$ cat config.mk
export PLATFORM = sky130hd
export DESIGN_NAME = vc_stream_fifo
export DESIGN_NICKNAME = d
export VERILOG_FILES = /design/src/rtl/noc_fifo_pkg.sv /design/src/rtl/rr_arbiter.sv /design/src/rtl/vc_stream_fifo.sv
export SDC_FILE = /design/constraint.sdc
export NUM_CORES = 1
export LEC_CHECK = 0
export CAP_MARGIN = 20
export CORE_ASPECT_RATIO = 1.1
export CORE_UTILIZATION = 40
export CTS_CLUSTER_DIAMETER = 30
export CTS_CLUSTER_SIZE = 16
export DETAILED_ROUTE_END_ITERATION = 16
export PLACE_DENSITY = 0.55
export REMOVE_ABC_BUFFERS = 1
export SLEW_MARGIN = 25
export SYNTH_ARGS = -nofsm -noshare
export SYNTH_HDL_FRONTEND = slang
export SYNTH_SLANG_ARGS = --single-unit
$ cat constraint.sdc
create_clock -name clk_i -period 12.8 [get_ports clk_i]
set_clock_uncertainty 0.05 [all_clocks]
set_input_delay 2.56 -clock clk_i [delete_from_list [all_inputs] [get_ports clk_i]]
set_output_delay 2.56 -clock clk_i [all_outputs]
set_load 0.01 [all_outputs]
$ cat src/rtl/noc_fifo_pkg.sv
// rtl/noc_fifo_pkg.sv - width helpers and packed-count access for the VC stream FIFO
package noc_fifo_pkg;

  // Widest packed count vector the slice helper accepts.
  localparam int unsigned MAX_PACKED = 256;

  // Bits needed to index n entries, never less than one.
  function automatic int unsigned ptr_width(input int unsigned n);
    return (n > 1) ? $clog2(n) : 1;
  endfunction

  // A count must represent 0..depth inclusive, so it needs one more bit than a pointer.
  function automatic int unsigned cnt_width(input int unsigned depth);
    return ptr_width(depth) + 1;
  endfunction

  // Extract one VC's occupancy from a packed count vector (VC0 in the LSBs).
  function automatic int unsigned cnt_slice(input logic [MAX_PACKED-1:0] packed_cnt,
                                            input int unsigned vc, input int unsigned w);
    logic [MAX_PACKED-1:0] sh;
    logic [MAX_PACKED-1:0] mask;
    sh   = packed_cnt >> (vc * w);
    mask = (MAX_PACKED'(1) << w) - MAX_PACKED'(1);
    return 32'(sh & mask);
  endfunction

endpackage

$ cat src/rtl/rr_arbiter.sv
// rtl/rr_arbiter.sv - round-robin grant search starting at a rotating pointer
module rr_arbiter
  import noc_fifo_pkg::*;
#(
  parameter int unsigned N  = 4,
  parameter int unsigned IW = ptr_width(N)
) (
  input  logic [N-1:0]  req_i,
  input  logic [IW-1:0] ptr_i,
  output logic [N-1:0]  gnt_oh_o,
  output logic [IW-1:0] gnt_idx_o,
  output logic          gnt_valid_o
);

  // Scan N positions from ptr_i upward with wrap; the first requester wins.
  always_comb begin
    int unsigned idx;
    gnt_oh_o    = '0;
    gnt_idx_o   = '0;
    gnt_valid_o = 1'b0;
    idx         = 0;
    for (int unsigned i = 0; i < N; i++) begin
      idx = (32'(ptr_i) + i) % N;
      if (!gnt_valid_o && req_i[idx]) begin
        gnt_valid_o   = 1'b1;
        gnt_idx_o     = IW'(idx);
        gnt_oh_o[idx] = 1'b1;
      end
    end
  end

endmodule

$ cat src/rtl/vc_stream_fifo.sv
// rtl/vc_stream_fifo.sv - multi-VC circular stream buffer with round-robin locked output
module vc_stream_fifo
  import noc_fifo_pkg::*;
#(
  parameter int unsigned DATA_WIDTH   = 32,
  parameter int unsigned FIFO_DEPTH   = 8,
  parameter int unsigned NUM_VC       = 4,
  parameter int unsigned AFULL_THRESH = FIFO_DEPTH - 2,
  parameter int unsigned VC_WIDTH     = ptr_width(NUM_VC),
  parameter int unsigned ADDR_WIDTH   = ptr_width(FIFO_DEPTH)
) (
  input  logic                             clk_i,
  input  logic                             arstn_i,
  input  logic [DATA_WIDTH-1:0]            data_i,
  input  logic [VC_WIDTH-1:0]              vc_i,
  input  logic                             valid_i,
  output logic [NUM_VC-1:0]                ready_o,
  output logic [DATA_WIDTH-1:0]            data_o,
  output logic [VC_WIDTH-1:0]              vc_o,
  output logic                             valid_o,
  input  logic                             ready_i,
  input  logic [NUM_VC-1:0]                flush_i,
  output logic [NUM_VC-1:0]                almost_full_o,
  output logic [NUM_VC*(ADDR_WIDTH+1)-1:0] count_o
);

  localparam int unsigned CW = ADDR_WIDTH + 1;
  localparam int unsigned MW = ptr_width(NUM_VC * FIFO_DEPTH);
  localparam logic [CW-1:0] FULL_CNT = CW'(FIFO_DEPTH);
  localparam logic [ADDR_WIDTH-1:0] LAST_PTR = ADDR_WIDTH'(FIFO_DEPTH - 1);

  logic [DATA_WIDTH-1:0] mem_q [NUM_VC*FIFO_DEPTH];

  logic [NUM_VC-1:0][ADDR_WIDTH-1:0] wr_ptr;
  logic [NUM_VC-1:0][ADDR_WIDTH-1:0] rd_ptr;
  logic [NUM_VC-1:0] non_empty;
  logic [NUM_VC-1:0] wr_en;
  logic [NUM_VC-1:0] rd_en;
  logic [NUM_VC-1:0] arb_oh;
  logic [VC_WIDTH-1:0] arb_idx;
  logic arb_valid;

  logic lock_q, lock_d;
  logic [VC_WIDTH-1:0] lock_vc_q, lock_vc_d;
  logic [VC_WIDTH-1:0] rr_ptr_q, rr_ptr_d;

  logic [NUM_VC-1:0] sel_oh;
  logic [VC_WIDTH-1:0] sel_vc;
  logic fire;
  logic [MW-1:0] wr_addr;
  logic [MW-1:0] rd_addr;

  rr_arbiter #(.N(NUM_VC), .IW(VC_WIDTH)) u_arb (
    .req_i       (non_empty),
    .ptr_i       (rr_ptr_q),
    .gnt_oh_o    (arb_oh),
    .gnt_idx_o   (arb_idx),
    .gnt_valid_o (arb_valid)
  );

  // A held lock overrides the arbiter so the presented word cannot change mid-handshake.
  always_comb begin
    sel_vc = lock_q ? lock_vc_q : arb_idx;
    sel_oh = arb_oh;
    if (lock_q) begin
      sel_oh            = '0;
      sel_oh[lock_vc_q] = 1'b1;
    end
  end

  assign valid_o = lock_q | arb_valid;
  assign vc_o    = sel_vc;
  assign fire    = valid_o & ready_i;

  for (genvar v = 0; v < NUM_VC; v++) begin : g_vc
    logic [ADDR_WIDTH-1:0] wr_ptr_q, wr_ptr_d;
    logic [ADDR_WIDTH-1:0] rd_ptr_q, rd_ptr_d;
    logic [CW-1:0]         cnt_q, cnt_d;

    // Fullness comes from the registered count only, so a full VC refuses even a same-cycle read.
    assign wr_en[v] = valid_i && (vc_i == VC_WIDTH'(v)) && (cnt_q != FULL_CNT) && !flush_i[v];
    assign rd_en[v] = fire && sel_oh[v] && !flush_i[v];

    // Pointer/count next state; flush clears the VC and swallows any same-cycle write or read.
    always_comb begin
      wr_ptr_d = wr_ptr_q;
      rd_ptr_d = rd_ptr_q;
      cnt_d    = cnt_q;
      if (flush_i[v]) begin
        wr_ptr_d = '0;
        rd_ptr_d = '0;
        cnt_d    = '0;
      end else begin
        if (wr_en[v]) wr_ptr_d = (wr_ptr_q == LAST_PTR) ? '0 : wr_ptr_q + ADDR_WIDTH'(1);
        if (rd_en[v]) rd_ptr_d = (rd_ptr_q == LAST_PTR) ? '0 : rd_ptr_q + ADDR_WIDTH'(1);
        if (wr_en[v] && !rd_en[v])      cnt_d = cnt_q + CW'(1);
        else if (!wr_en[v] && rd_en[v]) cnt_d = cnt_q - CW'(1);
      end
    end

    // Per-VC pointer and occupancy registers.
    always_ff @(posedge clk_i or negedge arstn_i) begin
      if (!arstn_i) begin
        wr_ptr_q <= '0;
        rd_ptr_q <= '0;
        cnt_q    <= '0;
      end else begin
        wr_ptr_q <= wr_ptr_d;
        rd_ptr_q <= rd_ptr_d;
        cnt_q    <= cnt_d;
      end
    end

    assign wr_ptr[v]               = wr_ptr_q;
    assign rd_ptr[v]               = rd_ptr_q;
    assign non_empty[v]            = (cnt_q != '0);
    assign ready_o[v]              = (cnt_q != FULL_CNT);
    assign almost_full_o[v]        = (32'(cnt_q) >= AFULL_THRESH);
    assign count_o[v*CW +: CW]     = cnt_q;
  end

  // Flat storage addresses: VC v owns entries v*FIFO_DEPTH .. v*FIFO_DEPTH+FIFO_DEPTH-1.
  always_comb begin
    wr_addr = '0;
    rd_addr = '0;
    for (int unsigned v = 0; v < NUM_VC; v++) begin
      if (wr_en[v])  wr_addr = MW'(v * FIFO_DEPTH + 32'(wr_ptr[v]));
      if (sel_oh[v]) rd_addr = MW'(v * FIFO_DEPTH + 32'(rd_ptr[v]));
    end
  end

  // Single write port: vc_i names one target, so at most one VC accepts per cycle.
  always_ff @(posedge clk_i) begin
    if (|wr_en) mem_q[wr_addr] <= data_i;
  end

  assign data_o = mem_q[rd_addr];

  // Lock/round-robin next state: hold on stall, release on handshake or when the held VC is flushed.
  always_comb begin
    lock_d    = lock_q;
    lock_vc_d = lock_vc_q;
    rr_ptr_d  = rr_ptr_q;
    if (|(sel_oh & flush_i)) begin
      lock_d = 1'b0;
    end else if (fire) begin
      lock_d   = 1'b0;
      rr_ptr_d = (sel_vc == VC_WIDTH'(NUM_VC - 1)) ? '0 : sel_vc + VC_WIDTH'(1);
    end else if (valid_o) begin
      lock_d    = 1'b1;
      lock_vc_d = sel_vc;
    end
  end

  // Arbitration state registers.
  always_ff @(posedge clk_i or negedge arstn_i) begin
    if (!arstn_i) begin
      lock_q    <= 1'b0;
      lock_vc_q <= '0;
      rr_ptr_q  <= '0;
    end else begin
      lock_q    <= lock_d;
      lock_vc_q <= lock_vc_d;
      rr_ptr_q  <= rr_ptr_d;
    end
  end

endmodule

# == Word level (Yosys, flattened, before mapping) ==
# Memories as Yosys holds them, arrays and structs flattened.
# Cells that the tools add are included.
# word_totals
elab_cells,235
mem_count,1
register_bits,45
mem_bits_rw,1024
# op_classes
n_eq_ne,16
add_sub_neg,26
n_mux,82
bitwise_logic,8
n_lt_le_gt_ge,14
reduce_logical,73
# mem_list
name,words,word_bits,read_ports,rd_ports_with_merged_regs,wr,line_no,text
mem_q,32,32,1,0,1,vc_stream_fifo.sv:32,logic [DATA_WIDTH-1:0] mem_q [NUM_VC*FIFO_DEPTH];
# ops
op,n
3-bit two-way mux,26
4-bit two-way mux,17
1-bit logical AND,36
5-bit two-way mux,6
3-bit by 1-bit adder with 3-bit output (second input constant),8
3-bit equality test (second input constant),8
5-bit by 3-bit adder with 5-bit output (first input constant),4
1-bit two-way mux,18
4-bit by 1-bit adder with 4-bit output (second input constant),4
4-bit by 3-bit greater-or-equal comparator with 1-bit output (second input constant),4
4-bit inequality test (second input constant),4
2-bit nonzero test,8
4-bit nonzero test,4
4-bit by 1-bit subtractor with 4-bit output (second input constant),4
1-bit logical NOT,15
2-bit by 3-bit less-than comparator with 1-bit output (second input constant),5
3-bit nonzero test,5
2-bit two-way mux,6
4-bit OR,3
4-bit by 3-bit adder with 5-bit output (first input constant),2
1-bit demux with 2-bit select,5
2-bit by 1-bit greater-or-equal comparator with 1-bit output (second input constant),5
1-bit binary-select mux with 2-bit select,4
4-bit OR reduction,2
11 further kinds,16

# == Depth between registers and ports, before layout ==
# Gate-level depths: netlist of run 1.
# logic_depth
ltp_word,21
depth_mapped,20
mapped_depth_nobuf,17

# == Modules after synthesis ==
# A second synthesis of run 1 with hierarchy kept.
# unflattened
cells_unflattened,3131
hier_area_um2,43568.0
# modules_own_cells
mod,seq_area_each_um2,cells_each,area_per_inst_um2,instances
vc_stream_fifo,31875.6,3086,43148.9,1
rr_arbiter,0.0,45,419.2,1

# == Worst setup path after synthesis of run 1 ==
# Ideal clock, no wire load.
# synth_path
path_type,in2reg
start,in vc_i[0]
end,mem mem_q[9][0] (enable)
path_slack_ns,5.542
stages,10
arrival_ns,6.747
path_cell_list,clkbuf_1 -> nor3_1 -> nand2b_1 -> clkbuf_1 -> nand3_1 -> a21oi_1 -> or3_1 -> or2_2 -> clkbuf_1 -> nor3_1
# synth_between
elab_chain_len,8
word_cells_on_any_way,23
cone_classes,eq/ne: 3; mux: 6; reduce/logical: 14
# synth_lines
element,line_no,text
from (decl),vc_stream_fifo.sv:15,"input logic [VC_WIDTH-1:0] vc_i,"
2-bit logical NOT,vc_stream_fifo.sv:81,assign wr_en[v] = valid_i && (vc_i == VC_WIDTH'(v)) && (cnt_q != FULL_CNT) && !flush_i[v];
1-bit logical AND (3 in a row),vc_stream_fifo.sv:81,
3-bit two-way mux,vc_stream_fifo.sv:127,if (wr_en[v]) wr_addr = MW'(v * FIFO_DEPTH + 32'(wr_ptr[v]));
5-bit two-way mux (3 in a row),vc_stream_fifo.sv:127,
to (decl),vc_stream_fifo.sv:32,
# Several ways; a longest one is shown, not always the timed one.

# == Worst setup path after layout of run 1 ==
# layout_path
start,reg rr_ptr_q[0]
end,out data_o[24]
# layout_between
elab_chain_len,18
word_cells_on_any_way,53
cone_classes,add/sub: 3; order compare: 8; mux: 28; bitwise: 3; reduce/logical: 10; memory: 1
# layout_lines
element,line_no,text
from (decl),vc_stream_fifo.sv:45,"logic [VC_WIDTH-1:0] rr_ptr_q, rr_ptr_d;"
from (signal assigned),vc_stream_fifo.sv:164,rr_ptr_q <= rr_ptr_d;
branches (longest 11 deep; another with 2-bit by 3-bit less-than comparator with 1-bit output),-,
4-bit two-way mux *,rr_arbiter.sv:24,if (!gnt_valid_o && req_i[idx]) begin
4-bit two-way mux *,vc_stream_fifo.sv:65,if (lock_q) begin
3-bit two-way mux,vc_stream_fifo.sv:128,if (sel_oh[v]) rd_addr = MW'(v * FIFO_DEPTH + 32'(rd_ptr[v]));
5-bit two-way mux (2 in a row),vc_stream_fifo.sv:128,
5-bit two-way mux *,vc_stream_fifo.sv:128,
memory 32 x 32 bit *,-,
to (decl),vc_stream_fifo.sv:18,"output logic [DATA_WIDTH-1:0] data_o,"
# Every way passes the cells marked *. The select of a mux whose other input is x is not followed.

==> results of run 1 <==
## logic make-up (layout without fill, tap and decap cells)
logic type	after synthesis	after routing
buffers and inverters	181	542
AOI/OAI and AO/OA	502	502
other	0	1
and+or+nand+nor	568	568
muxes	247	247
adders and majority gates	36	36
DFF	1069	1069
xor gates and xnor gates	17	17
## synth_stat cells (all sizes together), types with 45 or more instances
library cell	instances	area share, %
clkbuf	115	1.0
a22oi	62	1.1
nor4	69	1.5
nor2	183	1.6
o221ai	63	1.3
edfxtp	1024	72
mux2	64	1.7
dfrtp	45	2.6
a21oi	56	0.66
mux2i	179	4.2
a211oi	69	1.2
nand2	112	0.99
## layer usage
metal	wire length [µm]	vias up
met3	8070	192
met5	27	-
met2	60300	912
met1	48200	13000
li1	-	11000
met4	2900	4
## power breakdown
group	internal, µW	switching, µW
clock network	3240	1770
logic	2490	3780
registers	3900	74.2
total	9620	5630
## sequential cells by signal, summed over array words and instances (netlist names)
register,flops
mem_q,1024
g_vc.cnt_q,16
g_vc.rd_ptr_q,12
g_vc.wr_ptr_q,12
lock_vc_q,2
rr_ptr_q,2
lock_q,1
## worst max-delay path: cells and delay by family, from the launching register on
family                     cells  cell delay (ns)
buffers and inverters          4             2.01
muxes                          1             0.62
AOI/OAI and AO/OA              4             0.90
and+or+nand+nor                5             1.83
adders and majority gates      1             0.52
DFF                            1             0.75
## cell type report
cell class | count | area [µm²]
antenna | 1 | 2.50
clock buffer | 209 | 4830
clock inverter | 145 | 1690
fill | 8783 | 53800
inverter | 22 | 82.6
multi-input combinational | 1370 | 10300
sequential | 1069 | 31900
tap | 1397 | 1750
timing repair buffer | 166 | 1400
## how the worst max path moves through the flow
stage                                        from    endpoint  slack (ns)  cells after the start
after floorplan           rr_ptr_q[0]$_DFFE_PN0P_  data_o[31]       -7.26                     12
after global placement    rr_ptr_q[0]$_DFFE_PN0P_  data_o[24]        3.73                     15
after detailed placement  rr_ptr_q[0]$_DFFE_PN0P_  data_o[24]        3.60                     15
after CTS                 rr_ptr_q[0]$_DFFE_PN0P_  data_o[24]        2.76                     15
after global routing      rr_ptr_q[0]$_DFFE_PN0P_  data_o[24]        2.43                     16
final                     rr_ptr_q[0]$_DFFE_PN0P_  data_o[24]        2.76                     15
## metrics by stage
stage	instances	total power (µW)	hold WS [ns]	area (µm²)
global route	4378	15800	0.532	52000
CTS	4377	15400	0.527	52000
finish	4379	15300	0.522	52000
floorplan	2461	7600	0.460	42000
global placement	4023	10300	0.484	45500
detailed placement	4023	10300	0.515	45500
==> summary.md, run 1 <==
| Metric | Value |
|---|---|
| GR Util met3 | 4.47% |
| Hold Buf Count CTS | 0 |
| Post-route ant nets | 0 |
| Post-CTS Setup Bufs | 0 |
| Hold depth | 2 |
| Total CTS buffers | approximately 190 |
| Commonest non-fill, non-tap cells in the layout | edfxtp_1 (1,024), clkbuf_16 (190), mux2i_1 (179) |
| Vias in the first global route | 25,700 |
| Clock period minus worst slack | 10.04 ns |
| Die height | 345 µm |
| Syn Inst Count | 2,620 |
| Worst skew pair latency | 0.76 ns |
| Total global routing overflow | 0 |
| Setup CP Type | reg2out |
| Post-synth EDFFs | approximately 1,000 |
| HP Class | reg2reg |
| Post-Route WL | around 120,000 µm |
| Global-route wire length before repair | 173,000 µm |
| Post-DP HPWL | 62,500 µm |
| Worst path slowest cell | dfrtp_1 |
| Final hold viol count | 0 |
| CTS Sinks | 1,069 |
| Vias per inst | between 5 and 6 |
| Post-synthesis xor/xnor area fraction | less than 1% |
| Most common cell after layout, fill and taps aside | edfxtp_1 |
| Post-Synth Simple-Gate Area | under 10% |
| Die ar. | between 0.1 and 0.15 mm² |
| Mux contribution to synthesized area | 6.10% |
| Initial Util | 40.4% |
| Status | finished, final reports clean |
| Post-synthesis register bit count | 1,069 |
| CP Capture Type | output pin |
| Kind of start point of the critical path | flop |
| Met2 Resource Use GR | 38.4% |
| Lkg Pwr | about 0.018 µW |
| Synth warn | 0 |
| P per Cell Area | 293 mW/mm² |
| Final period util | 78.5% |
| Fmax | 0.0996 GHz |
| Slew Limit Fails | 0 |
| Final Wtd Congestion | 0.814 |
| Crit path DAT | 7.43 ns |
| Largest net degree at the start of global routing | 128 |
| Share of layout cells above drive strength 1 | about 18% |
| Via Count | 25,100 |
| Post-synth top flop | edfxtp_1 |
| Critical path, cell by cell | inv_1, ha_1, mux4_2, nand2_1, a311oi_1, or3_1, o211a_1, o21ai_4, buf_12, or3_2, buf_4, a2bb2oi_1, nand4_1, nor4_2, clkdlybuf4s50_1 |
| Drt pass-1 iters | 5 |
| Number of distinct library cells after synthesis | 69 |
| Reg2reg start | rr_ptr_q[0]$_DFFE_PN0P_ |
| Final Util | 49.2% |
| DRC Markers | 0 |
| Area share of fa/ha/maj cells after synthesis | under 10% |
| Mapped Area | 0.0427 mm² |
| Top Usage Layer GRT | met2 |
| Reg2Reg Depth | 15 |
| Worst Path Required | 10.19 ns |
| WL/cell | roughly 27 µm |
| Die W | 313 µm |
| Crit-path max FO | about 130 |
| Met1 usage | 27.9% |
| Root Buffer | clkbuf_16 |
| Worst setup margin | between 2 and 3 ns |
| Initial antenna violation count | 5 |
| Reg-to-reg setup timing slack | 7.36 ns |
| Final setup fails | 0 |
| FP Rows | between 100 and 150 |
| Max-slew headroom | 29.9% |
| H-tree levels | 4 |
| Unrepaired setup endpoints after global routing | no |
| Final #Nets | approximately 2,900 |
| Synthesized area per cell | approximately 16 µm² |
| 1st-iter DRT viols | 2,194 |
| Sequential area share after synthesis | 74.7% |
| CTS clk-pin slew, worst paths | 0.04 ns |
| Worst VDD drop | 0.000480 V |
| Core Footprint | 0.106 mm² |
| Hold Path Sink | g_vc[0].wr_ptr_q[2]$_DFFE_PN0P_ |
| Hold_sp | g_vc[0].wr_ptr_q[2]$_DFFE_PN0P_ |
| Clock buffer depth | 3 |
| Final TNS setup | 0 ns |
| Largest family of logic cells by synthesized area | compound AO/OA/AOI/OAI gates |
| PortBufs | 100 |
| TritonCTS clock tree | yes |
| Area grow syn2layout | 21.8% |
| Gates resized, CTS repair | 0 |
| Worst slew pin tran | 1.05 ns |
| Max-cap violations | 0 |
| Complex-gate fraction of the synthesized area | 8.99% |
| Asr flop ratio synth | 4.21% |
| Crit path largest cell delay | ~0.75 ns |
| Worst flop-to-flop path endpoint | g_vc[2].cnt_q[3]$_DFFE_PN0P_ |
| I/O pin count | between 100 and 150 |
| Gr usage total | 22.2% |
| Setup slack at placement | approximately 3.6 ns |
No activity file was read; power rests on OpenSTA's default activity.
==> inputs of run 2 (changes only) <==
--- a/config.mk
+++ b/config.mk
@@ -11,7 +11,7 @@
 export CTS_CLUSTER_DIAMETER = 30
 export CTS_CLUSTER_SIZE = 16
 export DETAILED_ROUTE_END_ITERATION = 16
-export PLACE_DENSITY = 0.55
+export PLACE_DENSITY = 0.57
 export REMOVE_ABC_BUFFERS = 1
 export SLEW_MARGIN = 25
 export SYNTH_ARGS = -nofsm -noshare
==> constraint.sdc (replaced) <==
create_clock -name clk_i -period 9 [get_ports clk_i]
set_clock_uncertainty 0.05 [all_clocks]
set_input_delay 1.8 -clock clk_i [delete_from_list [all_inputs] [get_ports clk_i]]
set_output_delay 1.8 -clock clk_i [all_outputs]
set_load 0.01 [all_outputs]
==> run 2 against run 1 <==
  * Sequential power grew 43%
  * Global-route usage hardly changed
  * Wire length grew 1.1%
  * Largest cell class unchanged
  * Critical path type unchanged
  * Cell count is essentially flat
==> summary.md, run 2 (synthesis gave the netlist of run 1 again) <==
| Metric | Value |
|---|---|
| Power Total | 21,800 µW (+43%) |
| Worst VDD drop | 0.000682 V (+42%) |
| PortBufs | 100 (unchanged) |
| Biggest regs | mem_q (1024), g_vc.cnt_q (16) |
| DR WL met2 | 59,500 µm (-1.3%) |
| Unrepaired setup endpoints after global routing | no |
| Hold_sp | g_vc[1].wr_ptr_q[1]$_DFFE_PN0P_ |
| DRC Markers | 0 (unchanged) |
| Initial antenna violation count | 7 (+2) |
| Lkg Pwr | 0.0180 µW (about the same) |
| Top reg by flops | mem_q |
| Crit path DAT | 6.83 ns (-0.60 ns) |
| Fillers | 8,802 (+0.22%) |
| Max-slew headroom | 26.9% (-3.0 points) |
| Clock period minus worst slack | 8.68 ns |
| Register area | 0.0319 mm² (unchanged) |
| Worst setup margin | 0.322 ns (-2.44 ns) |
| Gr usage total | 22.2% (about the same) |
| Root Buffer | clkbuf_16 |
| Vias per inst | 5.80 (+1.1%) |
| Hold Buf Count CTS | 0 (unchanged) |
| Area after DPL | 0.0457 mm² (+0.25%) |
| Die ar. | 0.108 mm² (unchanged) |
| Worst skew pair latency | 0.75 ns (about the same) |
| Post-route ant nets | 0 (unchanged) |
| Vias in the first global route | 25,900 (+0.61%) |
| Largest net degree at the start of global routing | 127 (-0.78%) |
| Max-cap violations | 0 (unchanged) |
| Setup slack at placement | 1.06 ns (-2.54 ns) |
| Gates resized, CTS repair | 0 (unchanged) |
| H-tree levels | 4 (unchanged) |
| Crit path from | rr_ptr_q[0]$_DFFE_PN0P_ |
| Final setup fails | 0 (unchanged) |
| Drt pass-1 iters | 7 (+2) |
| Die W | 313 µm (unchanged) |
| Status | finished, final reports clean |
| Via Count | 25,400 (+1.1%) |
| Final TNS setup | 0 ns (unchanged) |
| Clock buffer depth | 3 (unchanged) |
| DRT met1 WL | 49,200 µm (+2.1%) |
| P per Cell Area | 419 mW/mm² (+43%) |
| Initial Util | 40.4% (unchanged) |
| Post-DP HPWL | 64,300 µm (+3.0%) |
| Max reg flops | 1,024 (unchanged) |
| Worst slew pin tran | 1.10 ns (+0.0456 ns) |
| 1st-iter DRT viols | 2,432 (+11%) |
| Final hold viol count | 0 (unchanged) |
| Final Cell Area | 0.0520 mm² (+0.14%) |
| FP Rows | 125 (unchanged) |
| Dpl cells | 4,034 (+0.27%) |
| Global-route wire length before repair | 174,000 µm (+0.42%) |
| Setup CP Type | reg2out |
| Final period util | 96.4% |
| Hold depth | 2 (unchanged) |
| Final #Nets | 2,903 (+0.31%) |
| CTS clk-pin slew, worst paths | 0.04 ns (about the same) |
| Kind of start point of the critical path | flop |
| Area taken by multi-input logic gates | 0.0103 mm² (about the same) |
| Total global routing overflow | 0 (unchanged) |
| Reg2Reg Depth | 15 (unchanged) |
| Final Wtd Congestion | 0.844 (+3.6%) |
| Post-Route WL | 121,000 µm (+1.1%) |
| Most common cell after layout, fill and taps aside | edfxtp_1 |
| Commonest non-fill, non-tap cells in the layout | edfxtp_1 (1,024), clkbuf_16 (193), mux2i_1 (179) |
| Reg2reg start | rr_ptr_q[0]$_DFFE_PN0P_ |
| Post-CTS Setup Bufs | 0 (unchanged) |
| Area grow syn2layout | 22.0% |
| Slew Limit Fails | 0 (unchanged) |
| TritonCTS clock tree | yes |
| Crit-path max FO | 20 (-84%) |
| Total CTS buffers | 185 (-1.1%) |
| CP Capture Type | output pin |
| CTS Sinks | 1,069 (unchanged) |
| WL/cell | 27.6 µm (+1.0%) |
| Worst Path Required | 7.15 ns (-3.04 ns) |
| Top sig layer | met5 |
| HP Class | reg2reg |
| WL met3 | 8460 µm (+4.8%) |
| I/O pin count | 101 (unchanged) |
| Share of layout cells above drive strength 1 | 18.0% (-0.079 points) |
| Die height | 345 µm (unchanged) |
| Fmax | 0.115 GHz |
| Fin cells | 4,381 (+0.046%) |
| Core Footprint | 0.106 mm² (unchanged) |
## run 2: worst paths after layout
check	to	slack, ns
worst max-delay path	data_o[3]	0.32
worst min-delay path	g_vc[1].wr_ptr_q[1]$_DFFE_PN0P_	0.51
worst max register to register	g_vc[2].cnt_q[3]$_DFFE_PN0P_	3.64
worst min register to register	g_vc[1].wr_ptr_q[1]$_DFFE_PN0P_	0.51
max in group asynchronous	g_vc[3].rd_ptr_q[0]$_DFFE_PN0P_	7.30
min in group asynchronous	g_vc[1].cnt_q[1]$_DFFE_PN0P_	1.10
## run 2: area by class of cell
class                      count  share of cell area (%)
clock inverter               132                    2.96
antenna                        1                 0.00481
tap                         1397                    3.36
multi-input combinational   1370                    19.9
clock buffer                 213                    9.44
timing repair buffer         177                    2.95
inverter                      22                   0.159
sequential                  1069                    61.3
## run 2: through the flow
step	hold slack [ns]	util, %
final	0.512	49.2
after global routing	0.548	49.2
after CTS	0.506	49.3
after detailed placement	0.495	43.2
after global placement	0.486	43.2
after floorplan	0.460	-
## run 2: worst max-delay path, stage by stage, from the launching register on
cell and delay, ns:
dfrtp_1 0.76, inv_1 0.28, ha_1 0.51, mux4_2 0.60, nand3_1 0.11, a311o_1 0.21, nand3_1 0.41, nand4b_1 0.80
buf_4 0.33, buf_4 0.14, nor2_1 0.04, nor4_1 0.19, o221ai_1 0.18, a211o_1 0.31, nor4_2 0.51, clkdlybuf4s50_1 0.66
## run 2: routing by layer
metal,global-route usage [%],vias to the layer above
li1,-,11000
met1,28.5,13100
met2,37.5,1015
met3,4.19,237
met4,7.95,8
met5,0,-
## run 2: where the power goes
group          switching [µW]  total [µW]  internal [µW]
clock                    2470        7100           4630
sequential                114        5660           5540
combinational            5470        9080           3600
total                    8050       21800          13800
==> inputs of run 3 (changes only) <==
--- a/config.mk
+++ b/config.mk
@@ -9,7 +9,7 @@
 export CORE_ASPECT_RATIO = 1.1
 export CORE_UTILIZATION = 40
 export CTS_CLUSTER_DIAMETER = 30
-export CTS_CLUSTER_SIZE = 16
+export CTS_CLUSTER_SIZE = 10
 export DETAILED_ROUTE_END_ITERATION = 16
 export PLACE_DENSITY = 0.57
 export REMOVE_ABC_BUFFERS = 1
==> run 3 against run 2 <==
  * Combinational power about the same
  * Wire length about the same
  * Sequential share of layout area about the same
  * Setup slack got worse by 0.0059 ns
  * Clock-buffer cell count increased by 3
  * Die area unchanged
  * Highest routed layer unchanged
==> summary.md, run 3 (synthesis gave the netlist of run 1 again) <==
| Metric | Value |
|---|---|
| Status | finished, final reports clean |
| FP Rows | 125 (unchanged) |
| Reg-to-reg setup timing slack | 3.63 ns (about the same) |
| Global-route wire length before repair | 174,000 µm (about the same) |
| Worst slew pin tran | 1.11 ns (+0.0104 ns) |
| Hold Path Sink | g_vc[1].wr_ptr_q[1]$_DFFE_PN0P_ |
| Crit path DAT | 6.83 ns (about the same) |
| Drt pass-1 iters | 7 (unchanged) |
| Slew Limit Fails | 0 (unchanged) |
| Max-cap violations | 0 (unchanged) |
| I/O pin count | 101 (unchanged) |
| Post-Route WL | 121,000 µm (about the same) |
| Worst VDD drop | 0.000683 V (+0.17%) |
| Final period util | 96.5% (about the same) |
| Share of layout cells above drive strength 1 | 18.0% (unchanged) |
| Biggest regs | mem_q (1024), g_vc.cnt_q (16) |
| P per Cell Area | 419 mW/mm² (about the same) |
| Die ar. | 0.108 mm² (unchanged) |
| Hold depth | 2 (unchanged) |
| Hold_sp | g_vc[1].wr_ptr_q[1]$_DFFE_PN0P_ |
| HP Class | reg2reg |
| Clock period minus worst slack | 8.68 ns (+0.00588 ns) |
| Fmax | 0.115 GHz (about the same) |
| CP Capture Type | output pin |
| Max-slew headroom | 26.2% (-0.70 points) |
| Critical path, cell by cell | inv_1, ha_1, inv_1, nor3_1, o211ai_1, a211o_1, and3_1, o22ai_4, buf_4, buf_4, a221oi_1, nor4_1, o221ai_1, a211o_1, nor4_2, clkdlybuf4s50_1 |
| Worst hold slack | 0.512 ns (-0.000126 ns) |
| Fin cells | 4,382 (+0.023%) |
| Worst skew pair latency | 0.74 ns (about the same) |
| Root Buffer | clkbuf_16 |
| Final #Nets | 2,906 (+0.10%) |
| Crit-path max FO | 20 (unchanged) |
| DRC Markers | 0 (unchanged) |
| WL/cell | 27.5 µm (about the same) |
| Via Count | 25,400 (-0.13%) |
| PortBufs | 100 (unchanged) |
| Setup CP Type | reg2out |
| Worst path slowest cell | dfrtp_1 |
| Commonest non-fill, non-tap cells in the layout | edfxtp_1 (1,024), clkbuf_16 (193), mux2i_1 (179) |
| Largest net degree at the start of global routing | 127 (unchanged) |
| Reg2Reg Depth | 15 (unchanged) |
| Reg2reg start | rr_ptr_q[0]$_DFFE_PN0P_ |
| Lkg Pwr | 0.0180 µW (about the same) |
| Kind of start point of the critical path | flop |
| Dpl cells | 4,034 (unchanged) |
| Post-CTS Setup Bufs | 0 (unchanged) |
| Post-DP HPWL | 64,300 µm (unchanged) |
| Initial Util | 40.4% (unchanged) |
| CTS clk-pin slew, worst paths | 0.04 ns (about the same) |
| Most common cell after layout, fill and taps aside | edfxtp_1 |
| Total global routing overflow | 0 (unchanged) |
| Die height | 345 µm (unchanged) |
| Max reg flops | 1,024 (unchanged) |
| Final setup fails | 0 (unchanged) |
| Worst flop-to-flop path endpoint | g_vc[2].cnt_q[3]$_DFFE_PN0P_ |
| Final TNS setup | 0 ns (unchanged) |
| Post-route ant nets | 0 (unchanged) |
| Area grow syn2layout | 21.9% (about the same) |
| 1st-iter DRT viols | 2,276 (-6.4%) |
| Vias per inst | 5.79 (-0.16%) |
| H-tree levels | 4 (unchanged) |
| Gr usage total | 22.2% (about the same) |
| Total CTS buffers | 187 (+1.1%) |
| Core Footprint | 0.106 mm² (unchanged) |
| Final Wtd Congestion | 0.844 (unchanged) |
| Die W | 313 µm (unchanged) |
| CTS Sinks | 1,069 (unchanged) |
| Final hold viol count | 0 (unchanged) |
| Initial antenna violation count | 7 (unchanged) |
| Unrepaired setup endpoints after global routing | no |
| Vias in the first global route | 25,900 (+0.085%) |
| Clock buffer depth | 3 (unchanged) |
| Worst Path Required | 7.15 ns (about the same) |
| TritonCTS clock tree | yes |
| Top reg by flops | mem_q |
| Crit path largest cell delay | 0.75 ns (-0.05 ns) |
[run 3: worst max path at each step]
stage                                        from    endpoint  cells after the start
after floorplan           rr_ptr_q[0]$_DFFE_PN0P_  data_o[31]                     12
after global placement    rr_ptr_q[0]$_DFFE_PN0P_  data_o[30]                     15
after detailed placement  rr_ptr_q[0]$_DFFE_PN0P_  data_o[20]                     15
after CTS                 rr_ptr_q[0]$_DFFE_PN0P_  data_o[20]                     15
after global routing      rr_ptr_q[0]$_DFFE_PN0P_  data_o[17]                     16
final                     rr_ptr_q[0]$_DFFE_PN0P_  data_o[15]                     16
[run 3: metrics by stage]
stage | util, % | power, µW | instance area, µm² | worst slack, ns
after floorplan | - | 10300 | 42000 | -10.30
after global placement | 43.2 | 14700 | 45700 | 1.26
after detailed placement | 43.2 | 14800 | 45700 | 1.06
after CTS | 49.2 | 21800 | 52100 | 0.258
after global routing | 49.2 | 22600 | 52000 | 0.0115
final | 49.2 | 21800 | 52000 | 0.316
[run 3: metal layers]
layer  share of wire, %  up-vias  routed length, µm  track usage (%)
met4                2.9        8               3470             7.85
met1                 40    13100              48800             28.3
met2                 49     1018              59600             37.6
met3                7.3      259               8760             4.50
li1                   -    11000                  -                -
met5              0.035        -                 42                0
[run 3: cell type report]
type	count	area (µm²)
diodes	2	5.00
clock buffers	216	4910
clock inverters	128	1490
fillers	8795	53700
inverters	22	82.6
multi-input cells	1370	10300
flip-flops and latches	1069	31900
well taps	1397	1750
repair buffers	178	1560
[run 3: critical path: cells and delay by family, from the launching register on]
| kind | cells | cell delay [ns] |
|---|---|---|
| adder cells (fa/ha/maj) | 1 | 0.52 |
| AND/OR/NAND/NOR | 4 | 1.50 |
| buffers and inverters | 5 | 1.80 |
| flip-flops | 1 | 0.75 |
| AO/OA/AOI/OAI | 6 | 1.52 |
[run 3: power breakdown]
| group | switching, µW | internal, µW | leakage, µW |
|---|---|---|---|
| clock network | 2420 | 4640 | 0.00311 |
| registers | 113 | 5540 | 0.00982 |
| logic | 5480 | 3610 | 0.00507 |
[run 3: repair_timing]
action	in CTS	in global routing
setup endpoints to repair	0	16
hold buffers	0	0
gates resized for setup	0	4
